### src/rtl/fifo_wpack.sv
// fifo_wpack: pops WIDTH-bit entries from a show-ahead FIFO and packs NBYTE of
// them (first popped in the LSBs) into one word presented on a valid/ready
// output. A flush pulse pushes out a partial word together with its entry count.
module fifo_wpack #(
  parameter int WIDTH  = 8,
  parameter int NBYTE  = 4,
  parameter int CNTBIT = 2
) (
  input  logic                   clk,
  input  logic                   rst_,
  input  logic                   fifo_notempty,
  input  logic [WIDTH-1:0]       fifo_dout,
  output logic                   fifo_rd,
  input  logic                   flush,
  output logic                   word_vld,
  input  logic                   word_rdy,
  output logic [WIDTH*NBYTE-1:0] word_dat,
  output logic [CNTBIT:0]        word_len,
  output logic                   busy
);

  typedef enum logic {
    ST_FILL  = 1'b0,
    ST_FLUSH = 1'b1
  } state_e;

  localparam logic [CNTBIT:0] CNT_FULL = (CNTBIT+1)'(NBYTE);
  localparam logic [CNTBIT:0] CNT_ONE  = (CNTBIT+1)'(1);

  state_e                 state_q, state_d;
  logic [WIDTH-1:0]       acc_q [NBYTE];
  logic [WIDTH-1:0]       acc_d [NBYTE];
  logic [CNTBIT:0]        acccnt_q, acccnt_d;
  logic [WIDTH*NBYTE-1:0] word_dat_q, word_dat_d;
  logic [CNTBIT:0]        word_len_q, word_len_d;
  logic                   word_vld_q, word_vld_d;

  logic                   ofree;
  logic                   acc_full;
  logic                   xfer;
  logic                   pop;
  logic [CNTBIT-1:0]      wr_idx;
  logic [WIDTH*NBYTE-1:0] packed_word;

  // Handshake decisions: when the output register can take a word, and when to pop.
  always_comb begin
    ofree    = !word_vld_q || word_rdy;
    acc_full = (acccnt_q == CNT_FULL);
    xfer     = ofree && (acc_full || ((state_q == ST_FLUSH) && (acccnt_q != '0)));
    // A full accumulator still accepts a pop in the cycle its word moves out,
    // which is what sustains one entry per cycle.
    pop      = rst_ && (state_q == ST_FILL) && fifo_notempty && (!acc_full || xfer);
  end

  // Accumulator image with the unfilled slots zeroed, ready to load into the output register.
  always_comb begin
    // NOTE: every combinational output gets a default before any conditional
    // assignment, so no path leaves it unassigned and no latch is inferred.
    packed_word = '0;
    for (int k = 0; k < NBYTE; k++) begin
      if ((CNTBIT+1)'(k) < acccnt_q) begin
        packed_word[k*WIDTH +: WIDTH] = acc_q[k];
      end
    end
  end

  // Accumulator write and fill count.
  always_comb begin
    acc_d    = acc_q;
    acccnt_d = acccnt_q;
    // On a transfer the new entry starts the next word in slot 0.
    wr_idx   = xfer ? '0 : acccnt_q[CNTBIT-1:0];
    if (pop) begin
      acc_d[wr_idx] = fifo_dout;
    end
    if (xfer) begin
      acccnt_d = pop ? CNT_ONE : '0;
    end else if (pop) begin
      acccnt_d = acccnt_q + CNT_ONE;
    end
  end

  // Output register: load on transfer, retire once the consumer has taken the word.
  always_comb begin
    word_dat_d = word_dat_q;
    word_len_d = word_len_q;
    word_vld_d = word_vld_q;
    if (xfer) begin
      word_dat_d = packed_word;
      word_len_d = acccnt_q;
      word_vld_d = 1'b1;
    end else if (ofree) begin
      word_vld_d = 1'b0;
    end
  end

  // FILL/FLUSH next-state: flush closes the current word, FLUSH leaves once it is out.
  always_comb begin
    state_d = state_q;
    case (state_q)
      ST_FILL: begin
        if (flush) begin
          state_d = ST_FLUSH;
        end
      end
      ST_FLUSH: begin
        if ((acccnt_q == '0) || xfer) begin
          state_d = ST_FILL;
        end
      end
      default: state_d = ST_FILL;
    endcase
  end

  // State register; reset discards any partial word and the pending output.
  always_ff @(posedge clk or negedge rst_) begin
    if (!rst_) begin
      state_q    <= ST_FILL;
      // NOTE: the accumulator array is cleared on reset as well, so that stale
      // entries can never appear in a word after reset.
      acc_q      <= '{default: '0};
      acccnt_q   <= '0;
      word_dat_q <= '0;
      word_len_q <= '0;
      word_vld_q <= 1'b0;
    end else begin
      // NOTE: sequential state uses non-blocking assignments so every register
      // samples pre-edge values regardless of statement order.
      state_q    <= state_d;
      acc_q      <= acc_d;
      acccnt_q   <= acccnt_d;
      word_dat_q <= word_dat_d;
      word_len_q <= word_len_d;
      word_vld_q <= word_vld_d;
    end
  end

  assign fifo_rd  = pop;
  assign word_vld = word_vld_q;
  assign word_dat = word_dat_q;
  assign word_len = word_len_q;
  assign busy     = (acccnt_q != '0) || (state_q == ST_FLUSH) || word_vld_q;

endmodule

### config.mk
export PLATFORM = sky130hd
export DESIGN_NAME = fifo_wpack
export DESIGN_NICKNAME = d
export VERILOG_FILES = /design/src/rtl/fifo_wpack.sv
export SDC_FILE = /design/constraint.sdc
export NUM_CORES = 1
export LEC_CHECK = 0
export ABC_AREA = 0
export BUFFER_PORTS_ARGS = -buffer_cell sky130_fd_sc_hd__buf_2
export CORE_ASPECT_RATIO = 1.5
export CORE_UTILIZATION = 59
export DETAILED_ROUTE_END_ITERATION = 12
export HOLD_SLACK_MARGIN = 0.1
export PLACE_DENSITY_LB_ADDON = 0.1
export SYNTH_ARGS = -nofsm -noshare
export SYNTH_HDL_FRONTEND = slang
export SYNTH_SLANG_ARGS = --single-unit
### constraint.sdc
create_clock -name clk -period 5.4 [get_ports clk]
set_input_delay 0.81 -clock clk [delete_from_list [all_inputs] [get_ports clk]]
set_output_delay 0.81 -clock clk [all_outputs]
set_load 0.01 [all_outputs]
==> flow_summary.toml <==
[floorplan]
die_x_um = 59.4
core_um2 = 4810
initial_core_util_pct = 60.7
dieHeight_um = 88.1
die-area_um2 = 5240
rows = 31
io_pins = 51

[detailed_routing]
dr_total_vias = 1985
drt_iter0_drc = 130
drc_errors = 0
ant_nets = 0
dr.pass1.iters = 4
wire_per_inst_um = 14.4
viasPerCell = 5.28
drt_wl_total_mm = 5.43

[global_routing]
grt_use_total_pct = 24.1
grt_pass1_vias = 1914
overflow = 0
grt_max_degree = 73
grt_pass1_wl_mm = 9.01
antenna_found_initial = 0

[sta]
tightest_slew_ns = 0.878
worst_hold_slack_ns = 0.460
finalSetupTns_ns = 0
setup_viol = 0
period_needed_ns = 2.75
fmax_mhz = 363
fin_skew_ns = 0.00596
rsz0062_at_grt = "no"
report.final.hold_viol_count = 0
slew_headroom_pct = 41.5
setup_ws_ns = 2.65
maxSlewViolCount = 0
fin_crit_sh_pct = 50.9

[yosys]
seq_area_frac_synth_pct = 61.7
synth_cells = 254
avgSynthCellArea_um2 = 11.5
yosysWarnings = 0
synth_seq_cells = 72
syn_area_um2 = 2920
synth_cell_types = 30
syn-num-nets = 269

[clocking]
clkTransAtPathRegs_ns = 0.07
postCtsSetupBuffers = 0
max-clock-path-buffers = 2
cts_resized = 0
cts_root_buf = "clkbuf_8"
cts_hold_buf = 0
htree_levels = 3
cts.sinks = 72
clk_latency_ns = 0.33
cts_tree = "built"
cts_buffers = 9

[cells_and_area]
stdcell_count = 376
multi_input_area_um2 = 1030
stdcell_area_um2 = 3410
area_growth_pct = 16.9
final_util_pct = 71.0
drive_gt1_share_pct = 33.2
seq_area_um2 = 1800
fin_nets = 320
num-fill-cells = 392
diodes = 0

[worst_setup_path]
cp_cell_sequence = "inv_1 -> ha_1 -> or2b_1 -> or3_1 -> buf_2"
critPathTopFamily = "simple AND/OR/NAND/NOR gates"
cp_slowest_cell = "dfrtp_1"
slowest_delay_ns = 0.47
cp.arrival_ns = 1.94
crit_required_ns = 4.59
path_max_fanout = 9
cp.buffers_inverters = 2
cp-start-kind = "register"
criticalPathCategory = "register to output pin"
crit_path_end_kind = "output pin"

[placed_design]
place_congestion = 0.767
dp_hpwl_mm = 3.61
numPlacedInstances = 360
placed_area_um2 = 3200
dp_slack_ns = 2.95
io_buffers = 50

[status]
status = "completed"

[pwr]
powerDensity_nw_per_um2 = 547
ir_worst_vdd_mv = 0.294
power.total_mw = 1.87
p_leak_nw = 1.87

[worst_hold_path]
hold_path.class = "register to register"

[job]
cap_violations = 0
==> cell usage after synthesis (all sizes together) <==
library cell / number / share of area, %
nor2: 3 / 0.73
or2: 2 / 0.43
nand3: 35 / 6.3
clkbuf: 3 / 0.39
o21ai: 3 / 0.51
a211oi: 1 / 0.26
or2b: 1 / 0.26
a21oi: 1 / 0.30
a21o: 1 / 0.26
mux2i: 3 / 1.0
and3: 1 / 0.21
nor2b: 1 / 0.21
xnor2: 1 / 0.30
ha: 2 / 0.86
mux2: 32 / 12
nand2: 73 / 9.4
buf: 10 / 2.3
dfrtp: 72 / 62
nand2b: 1 / 0.21
or3: 2 / 0.43
a31oi: 2 / 0.43
nand3b: 1 / 0.69
inv: 3 / 0.39
==> report_power, final <==
group | switching (mW) | leakage (nW) | internal [mW]
Clock | 0.180 | 0.113 | 0.263
Sequential | 0.123 | 0.938 | 0.740
Combinational | 0.326 | 0.814 | 0.236
Total | 0.629 | 1.87 | 1.24
==> state kept, by name (all words and copies together) (netlist names) <==
| register | flops |
|---|---|
| word_len | 3 |
| acccnt_q | 3 |
| word_dat | 32 |
| acc_q | 32 |
| state_q | 1 |
| word_vld | 1 |
==> cell type report <==
class | count | area share [%]
clock buffer | 14 | 5.35
clock inverter | 2 | 1.03
inverter | 3 | 0.330
multi-input combinational | 166 | 30.1
sequential | 72 | 52.8
tap | 66 | 2.42
timing repair buffer | 53 | 7.99
==> placed cells by master (no fill, tap or decap), types with 2 or more instances in the layout <==
| master | Yosys | final |
|---|---|---|
| nand2_1 | 73 | 73 |
| dfrtp_1 | 72 | 72 |
| buf_2 | 6 | 50 |
| nand3_1 | 33 | 33 |
| mux2_2 | 28 | 28 |
| clkbuf_8 | 0 | 13 |
| mux2_1 | 4 | 4 |
| inv_1 | 3 | 3 |
| o21ai_0 | 3 | 3 |
| mux2i_1 | 3 | 3 |
| buf_4 | 0 | 3 |
| a31oi_1 | 2 | 2 |
| or3_1 | 2 | 2 |
| nand3_2 | 2 | 2 |
| ha_1 | 2 | 2 |
==> logic make-up after synthesis <==
family | share of synthesized area, %
xor+xnor | 0.300
fa+ha+maj | 0.857
flops | 61.7
simple gates | 18.9
buf+inv | 3.09
compound gates | 1.76
mux | 13.4
==> final timing paths <==
kind | endpoint | start | slack [ns] | cells after the start
worst min register to register | word_dat[25] | word_dat[25] | 0.46 | 2
worst min-delay path | word_dat[25] | word_dat[25] | 0.46 | 2
min in group asynchronous | word_dat[17] | rst_ | 0.73 | 2
worst max register to register | acccnt_q[0] | acccnt_q[1] | 3.23 | 7
max in group asynchronous | word_dat[5] | rst_ | 4.10 | 2
worst max-delay path | busy | acccnt_q[1] | 2.65 | 5
==> layer usage <==
metal  wire length [um]  global-route usage, %  up-vias
met5                  0                      0        -
met4                 91                   10.2        0
met3                232                   5.47        9
met2               2830                   38.9       50
met1               2270                   31.0      980
li1                   -                      -      946
==> worst min-delay path, stage by stage (launching register included) <==
cell and delay (ns):
dfrtp_1 0.34, nand2_1 0.05, nand2_1 0.04
Note: power is estimated with default switching activity, not from simulation.
